--- src/rtl/tcp_slow_path_send_q.sv ---
// Slow-path control packet send queue.
// Small FIFO plus output register between slow-path RX and TX assembly.
package tcp_pkg;

    localparam int IP_ADDR_W = 32;

    localparam logic [7:0] TCP_FLAG_SYN = 8'h02;
    localparam logic [7:0] TCP_FLAG_ACK = 8'h10;

    typedef struct packed {
        logic [15:0] src_port;
        logic [15:0] dst_port;
        logic [31:0] seq_num;
        logic [31:0] ack_num;
        logic [7:0]  flags;
        logic [15:0] window;
    } tcp_pkt_hdr;

    typedef struct packed {
        tcp_pkt_hdr           hdr;
        logic [IP_ADDR_W-1:0] src_ip;
        logic [IP_ADDR_W-1:0] dst_ip;
    } send_entry_t;

endpackage

module tcp_slow_path_send_q
    import tcp_pkg::*;
#(
    parameter int DEPTH   = 4,
    parameter int DEPTH_W = $clog2(DEPTH),
    parameter int CNT_W   = 16
) (
    input  logic                 clk,
    input  logic                 rst,
    input  logic                 slow_path_send_pkt_enqueue_val,
    output logic                 slow_path_send_pkt_enqueue_rdy,
    input  tcp_pkt_hdr           slow_path_send_pkt_enqueue_pkt,
    input  logic [IP_ADDR_W-1:0] slow_path_send_pkt_enqueue_src_ip,
    input  logic [IP_ADDR_W-1:0] slow_path_send_pkt_enqueue_dst_ip,
    output logic                 slow_path_send_pkt_val,
    input  logic                 slow_path_send_pkt_rdy,
    output tcp_pkt_hdr           slow_path_send_pkt_hdr,
    output logic [IP_ADDR_W-1:0] slow_path_send_pkt_src_ip,
    output logic [IP_ADDR_W-1:0] slow_path_send_pkt_dst_ip,
    output logic [DEPTH_W:0]     send_q_occupancy,
    output logic [CNT_W-1:0]     send_q_sent_cnt,
    output logic [CNT_W-1:0]     send_q_stall_cnt
);

    typedef enum logic {
        EMPTY,
        HOLD
    } out_state_t;

    out_state_t  state;
    out_state_t  state_nxt;

    send_entry_t mem [DEPTH];
    send_entry_t enq_data;
    send_entry_t out_q;

    logic [DEPTH_W:0] wr_ptr;
    logic [DEPTH_W:0] rd_ptr;
    logic [DEPTH_W:0] arr_cnt;
    logic             arr_empty;
    logic             arr_full;
    logic             enq_fire;
    logic             deq_fire;
    logic             do_pop;
    logic             do_byp;
    logic             do_wr;

    assign enq_data = '{
        hdr:    slow_path_send_pkt_enqueue_pkt,
        src_ip: slow_path_send_pkt_enqueue_src_ip,
        dst_ip: slow_path_send_pkt_enqueue_dst_ip
    };

    // Extra pointer MSB separates full from empty after wrap.
    assign arr_cnt   = wr_ptr - rd_ptr;
    assign arr_empty = (wr_ptr == rd_ptr);
    assign arr_full  = arr_cnt[DEPTH_W];

    assign slow_path_send_pkt_enqueue_rdy = !arr_full;

    assign enq_fire = slow_path_send_pkt_enqueue_val
                    && slow_path_send_pkt_enqueue_rdy;
    assign deq_fire = (state == HOLD) && slow_path_send_pkt_rdy;

    // Bypass only when the array is empty so order is preserved.
    assign do_wr = enq_fire && !do_byp;

    assign slow_path_send_pkt_val    = (state == HOLD);
    assign slow_path_send_pkt_hdr    = out_q.hdr;
    assign slow_path_send_pkt_src_ip = out_q.src_ip;
    assign slow_path_send_pkt_dst_ip = out_q.dst_ip;

    assign send_q_occupancy = arr_cnt
                            + {{DEPTH_W{1'b0}}, (state == HOLD)};

    // Output stage state register.
    always_ff @(posedge clk) begin
        if (rst) state <= EMPTY;
        else     state <= state_nxt;
    end

    // Output stage next state: refill when empty or when the head leaves.
    always_comb begin
        state_nxt = state;
        do_pop    = 1'b0;
        do_byp    = 1'b0;
        if ((state == EMPTY) || deq_fire) begin
            if (!arr_empty) begin
                do_pop    = 1'b1;
                state_nxt = HOLD;
            end else if (enq_fire) begin
                do_byp    = 1'b1;
                state_nxt = HOLD;
            end else begin
                state_nxt = EMPTY;
            end
        end
    end

    // Storage array write port; contents need no reset.
    always_ff @(posedge clk) begin
        if (do_wr) mem[wr_ptr[DEPTH_W-1:0]] <= enq_data;
    end

    // Pointers and output payload register.
    always_ff @(posedge clk) begin
        if (rst) begin
            wr_ptr <= '0;
            rd_ptr <= '0;
            out_q  <= '0;
        end else begin
            if (do_wr) wr_ptr <= wr_ptr + 1'b1;
            if (do_pop) begin
                out_q  <= mem[rd_ptr[DEPTH_W-1:0]];
                rd_ptr <= rd_ptr + 1'b1;
            end else if (do_byp) begin
                out_q  <= enq_data;
            end
        end
    end

    // Saturating sent and stall statistics.
    always_ff @(posedge clk) begin
        if (rst) begin
            send_q_sent_cnt  <= '0;
            send_q_stall_cnt <= '0;
        end else begin
            if (deq_fire && (send_q_sent_cnt != '1))
                send_q_sent_cnt <= send_q_sent_cnt + 1'b1;
            if (slow_path_send_pkt_enqueue_val
                && !slow_path_send_pkt_enqueue_rdy
                && (send_q_stall_cnt != '1))
                send_q_stall_cnt <= send_q_stall_cnt + 1'b1;
        end
    end

endmodule

--- config.mk ---
export PLATFORM = sky130hd
export DESIGN_NAME = tcp_slow_path_send_q
export DESIGN_NICKNAME = d
export VERILOG_FILES = /design/src/rtl/tcp_slow_path_send_q.sv
export SDC_FILE = /design/constraint.sdc
export NUM_CORES = 1
export LEC_CHECK = 0
export ABC_AREA = 1
export CORE_UTILIZATION = 56
export CTS_BUF_LIST = sky130_fd_sc_hd__clkbuf_8 sky130_fd_sc_hd__clkbuf_16
export CTS_CLUSTER_SIZE = 8
export DETAILED_ROUTE_END_ITERATION = 10
export PLACE_DENSITY = 0.79
export SKIP_LAST_GASP = 1
export SLEW_MARGIN = 20
export SYNTH_ARGS = -nofsm -noshare
export SYNTH_HDL_FRONTEND = slang
export SYNTH_SLANG_ARGS = --single-unit
--- constraint.sdc ---
create_clock -name clk -period 36.3 [get_ports clk]
set_clock_uncertainty 0.2 [all_clocks]
set_input_delay 7.26 -clock clk [delete_from_list [all_inputs] [get_ports clk]]
set_output_delay 7.26 -clock clk [all_outputs]
set_load 0.01 [all_outputs]
== After elaboration in Yosys (flattened, before gate mapping) ==
Memories as Yosys holds them, arrays and structs flattened. A register that Yosys moved wholly into a read port is not among the register bits.
Index checks and enable logic that the tools add are counted.

* Output and inout port bits: 221
* Bits in writable memories: 736
* Logic and storage cells: 46
* Bits of input ports: 188
* Bits in registers: 223
* Memories kept: 1

{| class="wikitable"
|+ Memories
! name !! words !! bits a word !! read ports !! clocked after memory_dff !! write ports !! line !! source
|-
| mem || 4 || 184 || 1 || 1 || 1 || 59 || <nowiki>send_entry_t mem [DEPTH];</nowiki>
|}

* Bitwise operators: 1
* Reduce and logical (&&, ||, !) cells: 10
* Add/subtract/negate cells: 6
* Equality and inequality tests: 3
* Multiplexer cells: 12

{| class="wikitable"
|+ Operators with widths
! cell !! count
|-
| 184-bit 2-to-1 mux || 2
|-
| 16-bit by 1-bit adder with 16-bit output, second input constant || 2
|-
| 16-bit != test, second input constant || 2
|-
| 1-bit 2-to-1 mux || 8
|-
| 3-bit by 1-bit adder with 3-bit output, second input constant || 2
|-
| 1-bit logical AND || 6
|-
| 2-bit 2-to-1 mux || 2
|-
| 3-bit by 1-bit adder with 3-bit output || 1
|-
| 3-bit == test || 1
|-
| 3-bit subtractor || 1
|-
| 1-bit logical NOT || 2
|-
| 2-bit nonzero test || 1
|-
| 1-bit logical OR || 1
|-
| 1-bit NOT || 1
|}

== Logic depth before layout (Yosys ltp) ==
* Depth in word-level cells: 10
* Gate-level depth with buffers: 12

== Worst setup path before layout ==
Ideal clock, no wire load.

* Kind: input to register
* Start point: input port slow_path_send_pkt_rdy
* End point: memory mem[0][0] (netlist name) (enable)
* Slack: 19.861 ns
* Arrival time: 15.507 ns
* Buffers on the path: 0
* Stages: 5
* Data required time: 35.368 ns
* Cell sequence: nor2_1 inv_1 nand3_1 nand3_1 nor2_1

* Word-level cells in the longest chain between the ends: 7

{| class="wikitable"
|+ RTL lines
! element !! line !! source
|-
| start: declaration || 42 || <nowiki>input logic slow_path_send_pkt_rdy,</nowiki>
|-
| 1-bit logical AND || 89 || <nowiki>assign deq_fire = (state == HOLD) && slow_path_send_pkt_rdy;</nowiki>
|-
| 1-bit logical OR || 113 || <nowiki>if ((state == EMPTY) || deq_fire) begin</nowiki>
|-
| 1-bit 2-to-1 mux || 113 ||
|-
| 1-bit logical NOT || 92 || <nowiki>assign do_wr = enq_fire && !do_byp;</nowiki>
|-
| 1-bit logical AND || 92 ||
|-
| 1-bit 2-to-1 mux || 128 || <nowiki>if (do_wr) mem[wr_ptr[DEPTH_W-1:0]] <= enq_data;</nowiki>
|-
| 1-bit 2-to-1 mux (implied by the code) || 128 ||
|-
| end: declaration || 59 ||
|}

No other way between the ends.

== Final worst setup path ==
* Start point: input port slow_path_send_pkt_rdy
* End point: memory mem[1][179] (netlist name) (enable)

Same word-level chain as after synthesis.

==> results.ini <==
[finish]
final_cell_area_um2 = 47500
drive_above_1_share = 0.0450
fin_nets = 4472
syn_to_final_growth_pct = 22.2

[power_and_ir_drop]
power.internal_mw = 2.65
sw_frac_of_total = 0.382
p_per_area_nw_per_um2 = 90.3
p_comb_frac = 0.377
ir_drop_mv = 0.158
clock_power_share = 0.268
p_switching_mw = 1.64
sequentialPowerShare = 0.355
leakagePower_nw = 18.3

[clock_network]
numCtsBuffers = 138
htree_levels = 4
cts_setup_buffers = 0
clk_path_buf_depth = 3
cts_num_sinks = 961
cts-root-buf = clkbuf_16
cts_tree = yes
path_clk_slew_ns = 0.05
worstSkewPairLatency_ns = 0.70
hold_buffers = 0
ctsResizeCount = 0

[synthesis]
netlist_top_cells_area = edfxtp_1 57%, dfxtp_1 12%, nor2_1 11%, nand2_1 8.4%, o21ai_0 7.1%
seq_area_frac_synth = 0.685
ys_warn_count = 0
synth_top_cell_area_share = 0.569
synth_fa_ha_area_frac = 0.00406
ys_ff_latch = 961
synthXorXnorAreaFrac = 0.00316
yosysUniqueCellTypes = 26
syn_avg_cell_area_um2 = 9.90
syn_area_um2 = 38800
synth_nets = 4123
synth_compound_gate_area_share = 0.0781
yosysMostFrequentCell = nor2_1
ys_async_sr_fraction = 0
synthTopCellsByCount = 1,160 x nor2_1, 872 x nand2_1, 736 x edfxtp_1, 554 x o21ai_0, 225 x dfxtp_1
synth_top_family_by_area = simple AND/OR/NAND/NOR gates
synthCells = 3923
yosysTopAreaCell = edfxtp_1
yosys.area_share.simple = 0.200
synth_edf_count = 736
muxShareOfSynthArea = 0
synth_ff_type = edfxtp_1

[setup_path]
crit_slowest_cell = buf_4
path_cells = clkdlybuf4s50_1 > nor2_1 > inv_1 > nand3_1 > nand3_1 > nor2_4 > buf_4 > buf_4
critPathKind = primary input to flip-flop
crit_required_ns = 36.40
cp_num_buf_inv = 4
max_stage_delay_ns = 0.88
startpoint_type = primary input
path_delay_family = buffers and inverters
cp-end-kind = flip-flop
arrival_ns = 10.77
crit_fanout = 65

[sta]
clock.fmax_mhz = 93.7
worst_slew_pin_slew_ns = 1.16
finalSetupTns_ns = 0
period_needed_ns = 10.67
fin_crit_sh = 0.294
maxSlewHeadroom = 0.224
finalHoldViolCount = 0
rsz0062_at_grt = no
setup_viol = 0
finalMaxSlewViolations = 0

[detailed_routing]
drtPass1Iterations = 5
wl_per_cell_um = 18.6
route.detailed.drc = 0
vias = 29000
via_per_inst = 5.47
drtIter0Drc = 2449
routed_wirelength_um = 98900
ant_nets = 0

[global_route]
antenna_found_initial = 13
grt-ovfl-total = 0
grt_pass1_wl_um = 152000
grt_max_degree = 189
grt_pass1_vias = 28300
track_usage = 0.279

[placed_design]
port_buffers = 408
hpwl_um = 52200
routabilityCongestion = 0.852
placed_cell_area_um2 = 43400

[die]
ios = 409
start_util = 0.566
dieArea_um2 = 70400
core_um2 = 68600
fp.dieH_um = 265
fp.dieW_um = 265
row_count = 96

[hold_path]
hp-class = flip-flop to flip-flop

[run]
drv_cap = 0

[status]
outcome = finished clean

[worst reg2reg max path, delay by kind of cell (launching register included)]
kind	cells	cell delay [ns]
flops	1	0.39
fa+ha+maj	2	0.64
simple gates	4	0.93
buf+inv	4	1.98
[cell families (layout without fill, tap and decap cells)]
family                   after synthesis  after routing
AND/OR/NAND/NOR                     2057           2057
flip-flops                           961            961
AO/OA/AOI/OAI                        603            603
buffers and inverters                276            729
XOR/XNOR                              14             14
adder cells (fa/ha/maj)               12             12
other                                  0              4
[per-stage QoR]
stage	instances	hold WS, ns	setup WS, ns	total power [mW]	utilization
2_1_floorplan	3923	0.259	19.86	2.59	-
3_3_place_gp	5062	0.276	25.05	3.08	0.633
3_5_place_dp	5062	0.291	25.04	3.12	0.633
4_1_cts	5306	0.297	25.76	4.29	0.691
5_1_grt	5311	0.336	25.57	4.55	0.692
6_report	5311	0.297	25.63	4.29	0.692
[path summary, 6_finish.rpt]
check,start,endpoint,slack (ns),cells past startpoint
min reg2reg,rd_ptr[2]$_SDFFE_PP0P_,rd_ptr[2]$_SDFFE_PP0P_,0.30,2
min,rd_ptr[2]$_SDFFE_PP0P_,rd_ptr[2]$_SDFFE_PP0P_,0.30,2
max,slow_path_send_pkt_rdy,mem[1][179]$_DFFE_PP_,25.63,8
max reg2reg,wr_ptr[0]$_SDFFE_PP0P_,mem[1][179]$_DFFE_PP_,31.71,10
[cell usage in the layout, fill, tap and decap left out, drive strengths merged]
cell           synthesis  final
nor3                   2      2
diode                  0      4
nor3b                  1      1
fa                     1      1
buf                  100     31
xor2                   6      6
xnor2                  8      8
dfxtp                225    225
clkdlybuf4s50          0    408
o211ai                 1      1
edfxtp               736    736
nand3                 12     12
a21boi                 1      1
a21oi                 34     34
inv                   46    145
o21ai                567    567
ha                    11     11
clkinv                 0      3
nand4                  8      8
nor2                1161   1161
nand2                873    873
clkbuf               130    142
[power groups by stage]
stage               combinational [mW]  clock [mW]  sequential [mW]
finish                            1.61        1.15             1.52
floorplan                         1.00           0             1.59
detailed placement                1.59           0             1.53
global route                      1.80        1.21             1.54
CTS                               1.61        1.16             1.52
global placement                  1.55           0             1.53
[per-layer routing]
| layer | global-route usage | routed length [um] | vias up |
|---|---|---|---|
| li1 | - | - | 13800 |
| met1 | 0.353 | 39100 | 13800 |
| met2 | 0.463 | 48200 | 1236 |
| met3 | 0.0618 | 8410 | 204 |
| met4 | 0.116 | 3080 | 16 |
| met5 | 0 | 109 | - |
[flip-flops by register name, indices dropped and copies added, names as in the netlist, named ones only]
name and cells:
mem 736, wr_ptr 3, slow_path_send_pkt_src_ip 32, slow_path_send_pkt_val 1, slow_path_send_pkt_dst_ip 32, slow_path_send_pkt_hdr 120
send_q_sent_cnt 16, send_q_stall_cnt 16, rd_ptr 3
[layout make-up]
type                            instances  area [um^2]
Inverter                               46          198
Multi-Input combinational cell       2686        11100
Clock buffer                          142         3540
Clock inverter                        102          457
Tap cell                              931         1160
Fill cell                            4797        21100
Antenna cell                            4         10.0
Timing Repair Buffer                  439         4360
Sequential cell                       961        26600
No activity file was read; power rests on OpenSTA's default activity.
